$ cat config.mk
export PLATFORM = sky130hd
export DESIGN_NAME = uart_tx_cfg
export DESIGN_NICKNAME = d
export VERILOG_FILES = /design/src/rtl/uart_pkg.sv /design/src/rtl/uart_baud_tick.sv /design/src/rtl/uart_tx_cfg.sv
export SDC_FILE = /design/constraint.sdc
export NUM_CORES = 1
export LEC_CHECK = 0
export BUFFER_PORTS_ARGS = -buffer_cell sky130_fd_sc_hd__buf_4
export CAP_MARGIN = 15
export CORE_MARGIN = 4
export CORE_UTILIZATION = 57
export DETAILED_ROUTE_END_ITERATION = 12
export GPL_ROUTABILITY_DRIVEN = 0
export MAX_ROUTING_LAYER = met4
export PLACE_DENSITY = 0.77
export SLEW_MARGIN = 20
export SYNTH_ARGS = -nofsm -noshare
export SYNTH_HDL_FRONTEND = slang
export SYNTH_SLANG_ARGS = --single-unit
export TNS_END_PERCENT = 10
$ cat constraint.sdc
create_clock -name in_clk -period 4.7 [get_ports in_clk]
set_input_delay 0.235 -clock in_clk [delete_from_list [all_inputs] [get_ports in_clk]]
set_output_delay 0.235 -clock in_clk [all_outputs]
set_load 0.02 [all_outputs]
$ cat src/rtl/uart_pkg.sv
// Shared types and helpers for the configurable UART blocks.
// Latency: n/a (types and a constant function only).
// Backpressure: n/a.
package uart_pkg;

    typedef enum logic [1:0] {
        PAR_NONE = 2'b00,
        PAR_EVEN = 2'b01,
        PAR_ODD  = 2'b10
    } parity_e;

    typedef enum logic [2:0] {
        IDLE,
        START,
        DATA,
        PARITY,
        STOP,
        DONE
    } tx_state_e;

    // Number of bit slots in one frame: start + payload + optional parity + stop bits.
    function automatic int unsigned frame_bits(input int unsigned data_bits,
                                               input logic parity_on,
                                               input logic stop2);
        int unsigned n;
        n = 1 + data_bits + 1;
        if (parity_on) n = n + 1;
        if (stop2)     n = n + 1;
        return n;
    endfunction

endpackage

$ cat src/rtl/uart_baud_tick.sv
// Bit-period timer: counts 0..D-1 and pulses tick when the count reaches D-1 (D = max(divisor,1)).
// Latency: tick is combinational from the count; a cleared counter ticks D cycles after clear drops.
// Backpressure: none; clear holds the count at zero and suppresses tick.
module uart_baud_tick #(
    parameter int DIV_WIDTH = 16
) (
    input  logic                 clk,
    input  logic                 rst,
    input  logic                 clear,
    input  logic [DIV_WIDTH-1:0] divisor,
    output logic                 tick
);

    logic [DIV_WIDTH-1:0] count;
    logic [DIV_WIDTH-1:0] last;

    // A divisor of zero behaves like one, so the terminal count is zero either way.
    assign last = (divisor == '0) ? '0 : divisor - DIV_WIDTH'(1);
    assign tick = !clear && (count == last);

    // Free-running counter that wraps on tick and is held at zero while cleared.
    always_ff @(posedge clk) begin
        if (rst || clear || tick) begin
            count <= '0;
        end else begin
            count <= count + DIV_WIDTH'(1);
        end
    end

endmodule

$ cat src/rtl/uart_tx_cfg.sv
// UART transmitter with run-time divisor, parity mode and stop-bit count, all latched at handshake.
// Latency: line drops to start bit the cycle after handshake; frame lasts N*D cycles, done pulse follows.
// Backpressure: out_ready is high only in IDLE; inputs are ignored for the rest of the frame.
module uart_tx_cfg
    import uart_pkg::*;
#(
    parameter int DATA_BITS = 8,
    parameter int DIV_WIDTH = 16
) (
    input  logic                 in_clk,
    input  logic                 in_rst,
    input  logic                 in_valid,
    input  logic [DATA_BITS-1:0] in_data,
    output logic                 out_ready,
    input  logic [DIV_WIDTH-1:0] in_divisor,
    input  logic [1:0]           in_parity,
    input  logic                 in_stop2,
    output logic                 out_busy,
    output logic                 out_done,
    output logic                 out_tx
);

    localparam int CW = $clog2(DATA_BITS + 1);
    localparam logic [CW-1:0] LAST_BIT = CW'(DATA_BITS - 1);

    tx_state_e            state;
    logic [DATA_BITS-1:0] shift_reg;
    logic [CW-1:0]        bit_cnt;
    logic [DIV_WIDTH-1:0] div_q;
    logic                 par_on_q;
    logic                 par_bit_q;
    logic                 stop2_q;
    logic                 tx_q;
    logic                 busy_q;
    logic                 done_q;
    logic                 ready_q;
    logic                 tick;
    logic                 timer_clear;
    logic [CW-1:0]        stop_last;

    // The bit timer idles at zero outside the frame so START always gets a full bit period.
    assign timer_clear = (state == IDLE) || (state == DONE);
    assign stop_last   = {{(CW-1){1'b0}}, stop2_q};

    uart_baud_tick #(
        .DIV_WIDTH (DIV_WIDTH)
    ) u_baud_tick (
        .clk     (in_clk),
        .rst     (in_rst),
        .clear   (timer_clear),
        .divisor (div_q),
        .tick    (tick)
    );

    // Frame sequencer; every output is registered so the pin only moves on bit boundaries.
    always_ff @(posedge in_clk) begin
        if (in_rst) begin
            state     <= IDLE;
            shift_reg <= '0;
            bit_cnt   <= '0;
            div_q     <= DIV_WIDTH'(1);
            par_on_q  <= 1'b0;
            par_bit_q <= 1'b0;
            stop2_q   <= 1'b0;
            tx_q      <= 1'b1;
            busy_q    <= 1'b0;
            done_q    <= 1'b0;
            ready_q   <= 1'b0;
        end else begin
            done_q <= 1'b0;
            case (state)
                IDLE: begin
                    tx_q    <= 1'b1;
                    busy_q  <= 1'b0;
                    ready_q <= 1'b1;
                    if (in_valid && ready_q) begin
                        shift_reg <= in_data;
                        bit_cnt   <= '0;
                        div_q     <= (in_divisor == '0) ? DIV_WIDTH'(1) : in_divisor;
                        par_on_q  <= (in_parity == PAR_EVEN) || (in_parity == PAR_ODD);
                        par_bit_q <= (^in_data) ^ (in_parity == PAR_ODD);
                        stop2_q   <= in_stop2;
                        state     <= START;
                        tx_q      <= 1'b0;
                        busy_q    <= 1'b1;
                        ready_q   <= 1'b0;
                    end
                end
                START: begin
                    if (tick) begin
                        state   <= DATA;
                        bit_cnt <= '0;
                        tx_q    <= shift_reg[0];
                    end
                end
                DATA: begin
                    if (tick) begin
                        if (bit_cnt == LAST_BIT) begin
                            bit_cnt <= '0;
                            if (par_on_q) begin
                                state <= PARITY;
                                tx_q  <= par_bit_q;
                            end else begin
                                state <= STOP;
                                tx_q  <= 1'b1;
                            end
                        end else begin
                            shift_reg <= shift_reg >> 1;
                            tx_q      <= shift_reg[1];
                            bit_cnt   <= bit_cnt + CW'(1);
                        end
                    end
                end
                PARITY: begin
                    if (tick) begin
                        state   <= STOP;
                        tx_q    <= 1'b1;
                        bit_cnt <= '0;
                    end
                end
                STOP: begin
                    if (tick) begin
                        if (bit_cnt == stop_last) begin
                            state  <= DONE;
                            busy_q <= 1'b0;
                            done_q <= 1'b1;
                        end else begin
                            bit_cnt <= bit_cnt + CW'(1);
                        end
                    end
                end
                DONE: begin
                    state   <= IDLE;
                    tx_q    <= 1'b1;
                    ready_q <= 1'b1;
                end
                default: begin
                    state   <= IDLE;
                    tx_q    <= 1'b1;
                    busy_q  <= 1'b0;
                    ready_q <= 1'b0;
                end
            endcase
        end
    end

    assign out_tx    = tx_q;
    assign out_busy  = busy_q;
    assign out_done  = done_q;
    assign out_ready = ready_q;

endmodule
==> impl_metrics.tcl <==
set metrics [dict create \
    status "completed" \
    ys_seq_area_share_pct 28.9 \
    cp_max_fo 16 \
    skew_ns 0.00902 \
    fin_crit_ns 4.06 \
    cts-root-buf "clkbuf_8" \
    cts_made_buffers 5 \
    dr.pass1.iters 5 \
    fin_cells 576 \
    power_leakage_nw 1.43 \
    clk_pin_slew_ns 0.10 \
    cts_setup_buffers 0 \
    critPathCaptureType "register" \
    fin_crit_sh_pct 86.3 \
    setup_violations 0 \
    core_area_um2 6350 \
    rsz0062_at_grt "no" \
    arrival_ns 4.23 \
    hold_class "in2reg" \
    final-seq-area_um2 1080 \
    synth_edf_count 0 \
    power_mw 1.10 \
    synthDistinctLibCells 73 \
    avgViaCountPerCell 6.18 \
    syn_area_per_cell_um2 7.61 \
    worstPathRequired_ns 4.88 \
    h-tree-depth 2 \
    synth.most_common_cell "dfxtp_1" \
    place_inst 568 \
    whs_ns 0.170 \
    synthFlopType "dfxtp_1" \
    drc 0 \
    finalHoldViolCount 0 \
    ioPinCount 34 \
    die_w_um 89.0 \
    cts.sinks 54 \
    synth_fp_nets 526 \
    start_util_pct 59.0 \
    final_layout_size_suffix_gt1_share_pct 12.6 \
    overflow 0 \
    clk_path_buf_depth 2 \
    routed-via-count 3561 \
    ys_ff_latch 54 \
    grt_max_degree 40 \
    yosys-top-cells-area "dfxtp_1 (29%), a21oi_1 (5.2%), nor2_1 (5.1%), nand2_1 (4.9%), xnor2_1 (4.4%)" \
    cts_tree "yes" \
    areaGrowthSynthToFinish_pct 7.22 \
    tightestPinTransition_ns 0.795 \
    netlist.area_leader.share_pct 28.9 \
    relSlewSlack_pct 46.5 \
    maxCapViolations 0 \
    drv_slew 0 \
    netlist_top_cells_count "dfxtp_1 (54), nor2_1 (51), nand2_1 (49), a21oi_1 (39), clkbuf_1 (26)" \
    multiInputGateArea_um2 2430 \
    fillers 580 \
    first_global_vias 3266 \
    max-vdd-ir-drop_mv 0.174 \
    rows 29 \
    async_flop_share_pct 0 \
    wirelength_um 8900 \
    fin_setup_tns_ns 0 \
    ant_nets 0 \
    antenna_found_initial 0 \
    grt_usage_pct 24.3 \
    wl_per_cell_um 15.4 \
    ys_warn_count 0 \
    max_freq_mhz 246 \
    holdBufCountCts 0 \
    power_density_nw_per_um2 273 \
    cts_resized 0 \
    synth_area_um2 3740 \
    synth_top_cell_by_area "dfxtp_1" \
    final_nets 532 \
    die_h_um 89.0 \
    detailed_place_hpwl_um 6670 \
    crit_type "reg2reg" \
    num_antenna_cells 0 \
    syn_inst 492 \
    port_buffers 33 \
    clk_latency_ns 0.31 \
    start_kind "register" \
    die_area_um2 7930 \
    grt_first_pass_wirelength_um 15200 \
    drt_iter0_drc 369 \
]
-- layer usage --
layer / track usage, % / wire length, µm / part of all wire, % / up-vias
li1: - / - / - / 1795
met4: 5.95 / 125 / 1.4 / 0
met5: - / 0 / 0 / -
met1: 31.4 / 4050 / 45 / 1629
met3: 3.41 / 571 / 6.4 / 13
met2: 40.1 / 4150 / 47 / 124
-- final timing paths --
path	from	end	slack [ns]	depth (start not counted)
setup / recovery	div_q[0]$_SDFFE_PP1P_	u_baud_tick.count[10]$_SDFF_PP0_	0.64	11
hold / removal	in_divisor[10]	div_q[10]$_SDFFE_PP0P_	0.17	3
setup reg to reg	div_q[0]$_SDFFE_PP1P_	u_baud_tick.count[10]$_SDFF_PP0_	0.64	11
hold reg to reg	par_bit_q$_SDFFE_PP0P_	par_bit_q$_SDFFE_PP0P_	0.47	2
-- cell type report --
type	instances	area share [%]
timing repair buffer	35	6.55
inverter	13	1.22
clock buffer	7	2.15
tap	77	2.40
clock inverter	1	0.218
multi-input combinational	389	60.5
sequential	54	26.9
-- kinds of logic (layout without fill, tap and decap cells) --
group           Yosys count  after routing  synth area share, %
simple gates            234            234                 33.3
compound gates          111            111                 20.3
flops                    54             54                 28.9
buf+inv                  49             56                 6.28
xor+xnor                 36             36                 8.82
fa+ha+maj                 4              4                 1.34
mux                       4              4                 1.10
-- cells in the final DEF, fill, tap and decap left out, types with 3 or more instances in the layout --
cell type,synthesis,layout
a221oi_1,7,7
ha_1,4,4
or4_1,5,5
a21oi_1,39,39
or3_1,8,8
a21o_1,3,3
o21ai_0,17,17
o31ai_1,3,3
nor4_1,10,10
o21a_1,4,4
nand4_1,11,11
or2_2,4,4
and2_1,3,3
xnor2_1,19,19
nor3_1,20,20
nand3_1,24,24
nor3b_1,9,9
nand2_1,49,48
inv_1,13,13
a41oi_1,3,3
dfxtp_1,54,54
clkbuf_8,0,6
and3_1,5,5
nor2b_1,12,12
mux2i_1,3,3
buf_4,1,35
a211oi_1,4,4
nand2b_1,5,5
xor2_1,16,16
nor2_1,51,51
-- report_power, final --
group / internal [mW] / total [mW] / switching (mW) / leakage (nW)
sequential: 0.481 / 0.518 / 0.0367 / 0.439
clock: 0.122 / 0.275 / 0.153 / 0.0489
combinational: 0.134 / 0.304 / 0.169 / 0.938
total: 0.737 / 1.10 / 0.359 / 1.43
-- through the flow --
step                cell area [µm²]  util [%]  setup slack (ns)
floorplan                      3740         -              1.26
global placement               3920      61.7             0.766
detailed placement             3920      61.7             0.663
CTS                            4010      63.2             0.665
global route                   4010      63.2             0.118
finish                         4010      63.2             0.643
-- worst max-delay path, stage by stage, from the launching register on --
cell	delay (ns)
dfxtp_1	0.41
inv_1	0.13
ha_1	0.31
or3b_1	0.51
nor3_1	0.24
mux2_2	0.35
or3_1	0.33
a22o_1	0.20
nor4b_2	0.51
and2_1	0.36
or3_1	0.48
nor2_1	0.10
Note: power is estimated with default switching activity, not from simulation.
